File: config.mk
export PLATFORM = sky130hd
export DESIGN_NAME = rvfi_retire_sequencer
export DESIGN_NICKNAME = d
export VERILOG_FILES = /design/src/rtl/rvfi_retire_sequencer.sv
export SDC_FILE = /design/constraint.sdc
export NUM_CORES = 1
export LEC_CHECK = 0
export BUFFER_PORTS_ARGS = -buffer_cell sky130_fd_sc_hd__clkbuf_2
export CAP_MARGIN = 0
export CELL_PAD_IN_SITES_DETAIL_PLACEMENT = 1
export CELL_PAD_IN_SITES_GLOBAL_PLACEMENT = 1
export CORE_MARGIN = 2
export CORE_UTILIZATION = 43
export DETAILED_ROUTE_END_ITERATION = 6
export HOLD_SLACK_MARGIN = 0.06
export PLACE_DENSITY_LB_ADDON = 0.25
export SKIP_LAST_GASP = 1
export SYNTH_ARGS = -nofsm -noshare
export SYNTH_HDL_FRONTEND = slang
export SYNTH_SLANG_ARGS = --single-unit
File: constraint.sdc
create_clock -name clock -period 7.95 [get_ports clock]
set_input_delay 0.3975 -clock clock [delete_from_list [all_inputs] [get_ports clock]]
set_output_delay 0.3975 -clock clock [all_outputs]
set_load 0.01 [all_outputs]
File: src/rtl/rvfi_retire_sequencer.sv
// Turns raw per-channel retirement strobes into a registered RVFI packet stream
// with globally ordered rvfi_order values and a one-shot check strobe.
module rvfi_retire_sequencer #(
  parameter int NRET          = 1,
  parameter int CHECK_CYCLE   = 20,
  parameter int CHECK_CHANNEL = 0
) (
  input  logic                 clock,
  input  logic                 reset,
  input  logic [NRET-1:0]      in_retire,
  input  logic                 in_flush,
  input  logic [32*NRET-1:0]   in_insn,
  input  logic [5*NRET-1:0]    in_rs1_addr,
  input  logic [5*NRET-1:0]    in_rs2_addr,
  input  logic [5*NRET-1:0]    in_rd_addr,
  input  logic [NRET-1:0]      in_rd_we,
  output logic [NRET-1:0]      rvfi_valid,
  output logic [64*NRET-1:0]   rvfi_order,
  output logic [32*NRET-1:0]   rvfi_insn,
  output logic [5*NRET-1:0]    rvfi_rs1_addr,
  output logic [5*NRET-1:0]    rvfi_rs2_addr,
  output logic [5*NRET-1:0]    rvfi_rd_addr,
  output logic                 check
);

  localparam logic [15:0] CHECK_CYC = 16'(CHECK_CYCLE);

  typedef enum logic [1:0] {
    ST_RUN   = 2'd0,
    ST_ARMED = 2'd1,
    ST_FIRED = 2'd2
  } state_t;

  state_t                  state_q, state_d;
  logic [15:0]             cyc_q, cyc_d;
  logic [63:0]             base_q, base_d;
  logic [63:0]             order_run;
  logic [NRET-1:0]         retire_eff;
  logic [NRET-1:0]         valid_q, valid_d;
  logic [NRET-1:0][63:0]   order_q, order_d;
  logic [NRET-1:0][31:0]   insn_q, insn_d;
  logic [NRET-1:0][4:0]    rs1_q, rs1_d;
  logic [NRET-1:0][4:0]    rs2_q, rs2_d;
  logic [NRET-1:0][4:0]    rd_q, rd_d;
  logic                    check_q, check_d;

  // Flush suppresses every retirement sampled on this edge.
  always_comb begin
    if (in_flush) begin
      retire_eff = {NRET{1'b0}};
    end else begin
      retire_eff = in_retire;
    end
  end

  // Packet fields; orders are handed out lowest channel first from the base.
  always_comb begin
    order_run = base_q;
    valid_d   = retire_eff;
    order_d   = {NRET{64'd0}};
    insn_d    = {NRET{32'd0}};
    rs1_d     = {NRET{5'd0}};
    rs2_d     = {NRET{5'd0}};
    rd_d      = {NRET{5'd0}};
    for (int i = 0; i < NRET; i++) begin
      if (retire_eff[i]) begin
        order_d[i] = order_run;
        insn_d[i]  = in_insn[32*i +: 32];
        rs1_d[i]   = in_rs1_addr[5*i +: 5];
        rs2_d[i]   = in_rs2_addr[5*i +: 5];
        if (in_rd_we[i]) begin
          rd_d[i] = in_rd_addr[5*i +: 5];
        end else begin
          rd_d[i] = 5'd0;
        end
        order_run = order_run + 64'd1;
      end else begin
        order_d[i] = 64'd0;
        insn_d[i]  = 32'd0;
        rs1_d[i]   = 5'd0;
        rs2_d[i]   = 5'd0;
        rd_d[i]    = 5'd0;
      end
    end
    base_d = order_run;
  end

  // Edge counter saturating at the check threshold.
  always_comb begin
    if (cyc_q == CHECK_CYC) begin
      cyc_d = cyc_q;
    end else begin
      cyc_d = cyc_q + 16'd1;
    end
  end

  // Next-state logic for the check sequencer.
  always_comb begin
    state_d = state_q;
    case (state_q)
      ST_RUN: begin
        if (cyc_d == CHECK_CYC) begin
          state_d = ST_ARMED;
        end else begin
          state_d = ST_RUN;
        end
      end
      ST_ARMED: begin
        if (retire_eff[CHECK_CHANNEL]) begin
          state_d = ST_FIRED;
        end else begin
          state_d = ST_ARMED;
        end
      end
      ST_FIRED: state_d = ST_FIRED;
      default:  state_d = ST_FIRED;
    endcase
  end

  // Check strobe rides with the first checked-channel packet while armed.
  always_comb begin
    check_d = 1'b0;
    case (state_q)
      ST_ARMED: check_d = retire_eff[CHECK_CHANNEL];
      ST_RUN:   check_d = 1'b0;
      ST_FIRED: check_d = 1'b0;
      default:  check_d = 1'b0;
    endcase
  end

  // Sequencer state register.
  always_ff @(posedge clock or posedge reset) begin
    if (reset) begin
      state_q <= ST_RUN;
      cyc_q   <= 16'd0;
      check_q <= 1'b0;
    end else begin
      state_q <= state_d;
      cyc_q   <= cyc_d;
      check_q <= check_d;
    end
  end

  // Packet and order-base registers.
  always_ff @(posedge clock or posedge reset) begin
    if (reset) begin
      base_q  <= 64'd0;
      valid_q <= {NRET{1'b0}};
      order_q <= {NRET{64'd0}};
      insn_q  <= {NRET{32'd0}};
      rs1_q   <= {NRET{5'd0}};
      rs2_q   <= {NRET{5'd0}};
      rd_q    <= {NRET{5'd0}};
    end else begin
      base_q  <= base_d;
      valid_q <= valid_d;
      order_q <= order_d;
      insn_q  <= insn_d;
      rs1_q   <= rs1_d;
      rs2_q   <= rs2_d;
      rd_q    <= rd_d;
    end
  end

  assign rvfi_valid    = valid_q;
  assign rvfi_order    = order_q;
  assign rvfi_insn     = insn_q;
  assign rvfi_rs1_addr = rs1_q;
  assign rvfi_rs2_addr = rs2_q;
  assign rvfi_rd_addr  = rd_q;
  assign check         = check_q;

endmodule
==> results of run 1 <==
-- area by class of cell --
type	instances	area, um^2
Tap cell	225	282
Clock inverter	14	199
Inverter	11	48.8
Clock buffer	18	439
Multi-Input combinational cell	361	2590
Timing Repair Buffer	166	836
Sequential cell	195	4880
Fill cell	1802	8020
-- Yosys cell counts (3+ instances only) --
cell	number	area, um^2
and4_1	4	35.0
ha_1	3	37.5
dfrtp_1	195	4880
and3_1	14	87.6
nor4_4	3	63.8
xnor2_1	56	490
nor2_1	16	60.1
nand4_1	15	93.8
nand3_1	27	135
nand3_2	7	70.1
and2_1	107	669
clkbuf_1	17	63.8
nor3_1	7	35.0
o21ai_0	3	15.0
nand4_4	4	85.1
inv_1	11	41.3
nor3_2	4	40.0
nand2_1	33	124
xor2_1	24	210
-- registers in the layout (all words and copies together), names as in the netlist --
| name | count |
|---|---|
| rvfi_valid | 1 |
| rvfi_rd_addr | 5 |
| rvfi_rs2_addr | 5 |
| check | 1 |
| base_q | 64 |
| rvfi_order | 64 |
| state_q | 2 |
| rvfi_rs1_addr | 5 |
| cyc_q | 16 |
| rvfi_insn | 32 |
-- layer usage --
metal  vias up  GRT usage
met5         -          0
met4         0     0.0556
met3        12     0.0467
met2       131      0.309
met1      2461      0.240
li1       2261          -
-- per-stage QoR --
stage / utilization / total power [mW] / area (um^2) / worst slack (ps) / instances
final: 0.536 / 2.08 / 9280 / 5640 / 990
after global routing: 0.536 / 2.16 / 9280 / 5460 / 990
after CTS: 0.536 / 2.11 / 9280 / 5640 / 990
after detailed placement: 0.499 / 1.18 / 8640 / 5690 / 958
after global placement: 0.499 / 1.17 / 8640 / 5790 / 958
after floorplan: - / 1.13 / 7630 / 2240 / 590
-- kinds of logic after synthesis --
| family | synth area share |
|---|---|
| multiplexers | 0.00279 |
| buffers and inverters | 0.0217 |
| XOR/XNOR | 0.0961 |
| flip-flops | 0.640 |
| adder cells (fa/ha/maj) | 0.00492 |
| AND/OR/NAND/NOR | 0.226 |
| AO/OA/AOI/OAI | 0.00886 |
-- worst max-delay path by stage --
stage	endpoint	start	cells past startpoint	slack, ps
after floorplan	base_q[0]	reset	1	2240
after global placement	base_q[63]	in_flush	7	5790
after detailed placement	rvfi_insn[17]	reset	3	5690
after CTS	base_q[58]	base_q[0]	7	5640
after global routing	base_q[58]	base_q[0]	7	5460
final	base_q[58]	base_q[0]	7	5640
-- power by group through the flow --
stage                     Clock, mW  Sequential [mW]  Combinational [mW]
after global placement            0             1.07               0.105
after floorplan                   0             1.07              0.0585
final                         0.921             1.05               0.107
after global routing          0.984             1.06               0.121
after CTS                     0.945             1.05               0.111
after detailed placement          0             1.07               0.109
==> flow_summary.yaml, run 1 <==
sta:
  tns_ps: 0
  hold_violations: 0
  finalMaxSlewViolations: 0
  hold-worst-slack_ps: 91.6
  setup_viol: 0
  fin_skew_ps: 8.95
  worst_slew_pin_slew_ps: 1030
  slew_headroom: 0.314
  min_period_over_period: 0.290
  rsz0062_at_grt: "no"
  fmax_mhz: 434
  period_minus_slack_ps: 2310
route:
  dr_wl_met3_um: 853
  vias: 4865
  first_iter_violations: 182
  met1Wirelength_um: 7230
  ant_nets: 0
  drt_pass1_iterations: 4
  drc: 0
  top_layer: "met4"
  wl_per_cell_um: 16.6
  dr_wl_met2_um: 8160
  vias_per_cell: 4.91
  wl_um: 16500
worst_setup_path:
  ff2ff_path_depth: 7
  cp_top_family: "simple AND/OR/NAND/NOR gates"
  slowest_delay_ps: 440
  path_max_fanout: 7
  crit_buf_inv: 1
  crit_arrival_ps: 2610
  crit_slowest_cell: "dfrtp_1"
  startpoint_type: "register"
  r2r-end: "base_q[58]"
  critPathKind: "register to register"
  crit_chain: "ha_1, inv_1, nor4_4, and3_1, and2_1, nand3_1, xnor2_1"
  r2r_start: "base_q[0]"
  r2r_setup_slack_ps: 5640
  endpoint_kind: "register"
  crit_required_ps: 8260
pwr:
  pwr-share-seq: 0.506
  power.share.switching: 0.228
  power.switching_mw: 0.475
  clkPwrFrac: 0.443
  power_density_nw_per_um2: 224
  p_int_mw: 1.60
  vdd_drop_max_v: 0.000204
  share_comb_of_total_power: 0.051
  total_leakage_power_nw: 4.86
finish:
  nets: 807
  final_cell_mix: "195 x dfrtp_1, 164 x clkbuf_2, 107 x and2_1, 56 x xnor2_1, 33 x nand2_1"
  drive_gt1_frac: 0.308
  final_common_cell: "dfrtp_1"
  area_growth_syn_to_layout_pct: 21.6
  antennaDiodeCount: 0
clock_network:
  htreeDepth: 4
  clock-root-buffer: "clkbuf_16"
  clock_sinks: 195
  clock_latency_ps: 430
  postCtsHoldBufs: 0
  tritoncts: "built"
  postCtsSetupRepairBufs: 0
  clk_pin_slew_ps: 70
  clk_path_buf_depth: 2
  numCtsBuffers: 17
  post_cts_resized: 0
logic_synthesis:
  syn-instance-count: 590
  synth_ff_type: "dfrtp_1"
  ys_types: 50
  syn_avg_cell_area_um2: 12.9
  async_flop_share: 1.00
  synth_fp_nets: 645
  ys_seq_area_frac: 0.640
  netlist_area_um2: 7630
  synth_edf_count: 0
  synth-seq-cells: 195
  yosysWarnings: 0
status:
  status: "finished, final reports clean"
run:
  maxCapViolations: 0
global_routing:
  grt_remaining_overflow: 0
  track_usage: 0.186
  grt_pass1_vias: 5257
  grt_pass1_wl_um: 27000
  grt_max_degree: 117
  antenna_found_initial: 0
die:
  io_pins: 165
  die_area_um2: 18800
  die_h_um: 137
  fp-row-count: 48
  die_w_um: 137
  start_util: 0.441
  fp.coreArea_um2: 17300
place:
  portBuffers: 164
  gp_congestion: 0.770
  hpwl_um: 11400
min_path:
  min_path_type: "input pin to async pin"
Power figures use the tool's default switching activity.
==> run 2, diff against run 1 <==
--- a/config.mk
+++ b/config.mk
@@ -10,7 +10,7 @@
 export CELL_PAD_IN_SITES_DETAIL_PLACEMENT = 1
 export CELL_PAD_IN_SITES_GLOBAL_PLACEMENT = 1
 export CORE_MARGIN = 2
-export CORE_UTILIZATION = 43
+export CORE_UTILIZATION = 39
 export DETAILED_ROUTE_END_ITERATION = 6
 export HOLD_SLACK_MARGIN = 0.06
 export PLACE_DENSITY_LB_ADDON = 0.25
==> constraint.sdc (replaced) <==
create_clock -name clock -period 1.9 [get_ports clock]
set_input_delay 0.095 -clock clock [delete_from_list [all_inputs] [get_ports clock]]
set_output_delay 0.095 -clock clock [all_outputs]
set_load 0.01 [all_outputs]
==> flow_summary.yaml, run 2 (same netlist as run 1, synthesis figures left out) <==
status:
  status: "finished, final reports clean"
sta:
  hold_violations: 0
  fmax_mhz: 551
  setup_ws_ps: 85.7
  fin_skew_ps: 9.01
  setup_viol: 0
  min_period_over_period: 0.955
  worst_slew_pin_slew_ps: 421
  rsz0062_at_grt: "yes"
  period_minus_slack_ps: 1810
  finalMaxSlewViolations: 0
  hold-worst-slack_ps: 207
  slew_headroom: 0.719
finish:
  final_cell_mix: "190 x dfrtp_1, 164 x clkbuf_2, 106 x and2_1, 56 x xnor2_1, 55 x dlygate4sd3_1"
  register_area_um2: 4890
  area_growth_syn_to_layout_pct: 35.9
  postLayoutCellArea_um2: 10400
  drive_gt1_frac: 0.347
  antennaDiodeCount: 0
  fillCellCount: 2060
  nets: 917
  final_common_cell: "dfrtp_1"
  multi_input_area_um2: 2640
worst_setup_path:
  crit_cells: 6
  endpoint_kind: "register"
  crit_chain: "nand4_4, nor4_4, and3_4, and2_2, nand3_2, xnor2_1"
  crit_required_ps: 2220
  crit_buf_inv: 0
  crit_arrival_ps: 2140
  path_max_fanout: 7
  cp_top_family: "simple AND/OR/NAND/NOR gates"
  crit_slowest_cell: "dfrtp_1"
  ff2ff_path_depth: 6
  slowest_delay_ps: 410
  critPathKind: "register to register"
  startpoint_type: "register"
pwr:
  vdd_drop_max_v: 0.000626
  total_power_mw: 8.79
  p_int_mw: 6.74
  share_comb_of_total_power: 0.079
  total_leakage_power_nw: 5.39
  power.switching_mw: 2.05
  pwr-share-seq: 0.497
  power_density_nw_per_um2: 848
  power.share.switching: 0.233
  clkPwrFrac: 0.425
global_routing:
  grt_pass1_wl_um: 29200
  grt_max_degree: 61
  grt_remaining_overflow: 0
  track_usage: 0.183
  antenna_found_initial: 0
  grt_pass1_vias: 5786
route:
  wl_um: 18300
  drt_pass1_iterations: 4
  drc: 0
  vias: 5274
  first_iter_violations: 155
  vias_per_cell: 4.63
  ant_nets: 0
  wl_per_cell_um: 16.0
clock_network:
  clock_latency_ps: 440
  numCtsBuffers: 17
  clock-root-buffer: "clkbuf_16"
  clk_path_buf_depth: 2
  clock_sinks: 195
  htreeDepth: 4
  clk_pin_slew_ps: 70
  tritoncts: "built"
place:
  gp_congestion: 0.810
  dp_slack_ps: -42.8
  placed_cell_area_um2: 9000
  portBuffers: 164
  hpwl_um: 12300
run:
  maxCapViolations: 0
min_path:
  min_path_type: "input pin to async pin"
die:
  die_area_um2: 20700
  die_h_um: 144
  fp.coreArea_um2: 19300
  die_w_um: 144
  fp-row-count: 51
  start_util: 0.395
  io_pins: 165
-- run 2: cell count changes in the layout (fill, tap and decap cells not counted), moves of 4 or more --
| cell | change |
|---|---|
| dfrtp_1 | -5 |
| buf_12 | +4 |
| dfrtp_2 | +5 |
| dlygate4sd3_1 | +55 |
| buf_4 | +48 |
-- run 2: worst register-to-register path, delay by kind of cell, from the launching register on --
family           cells  cell delay, ps
XOR/XNOR             1             140
flip-flops           1             410
AND/OR/NAND/NOR      5            1160
-- run 2: worst paths after layout --
| kind | startpoint | end | slack (ps) |
|---|---|---|---|
| worst min register to register | state_q[1] | check | 440 |
| min in group clock | in_insn[17] | rvfi_insn[17] | 400 |
| worst max register to register | base_q[3] | base_q[47] | 90 |
| max in group asynchronous | reset | base_q[62] | 1050 |
| worst min-delay path | reset | base_q[25] | 210 |
| worst max-delay path | base_q[3] | base_q[47] | 90 |
-- run 2: layout make-up --
cell class | instances | share of cell area
tap | 265 | 0.0320
clock inverter | 14 | 0.0169
multi-input combinational | 362 | 0.255
clock buffer | 18 | 0.0424
timing repair buffer | 275 | 0.178
inverter | 11 | 0.00434
sequential | 195 | 0.471
-- run 2: layer usage --
metal | vias up | part of all wire | global-route usage
met4 | 0 | 0.014 | 0.0599
met5 | - | 0 | 0
li1 | 2472 | - | -
met3 | 23 | 0.041 | 0.0453
met2 | 112 | 0.53 | 0.327
met1 | 2667 | 0.42 | 0.216
-- run 2: power by group through the flow --
stage	clock network (mW)	registers, mW	logic, mW
floorplan	0	4.48	0.245
global placement	0	4.43	0.538
detailed placement	0	4.45	0.570
CTS	3.84	4.37	0.664
global route	4.01	4.38	0.766
finish	3.73	4.37	0.690
-- run 2: metrics by stage --
step | instances | TNS [ps] | util
4_1_cts | 1121 | 0 | 0.526
3_3_place_gp | 1034 | 0 | 0.466
3_5_place_dp | 1034 | -123 | 0.466
6_report | 1140 | 0 | 0.536
2_1_floorplan | 590 | -139110 | -
5_1_grt | 1140 | -155 | 0.536
-- run 2: what timing repair did --
action	CTS	global route
buffers inserted	0	18
resized for setup	1	19
hold buffers	55	0
setup endpoints to repair	6	32
pin swaps	0	9
hold endpoints to repair	221	0
cloned	0	1
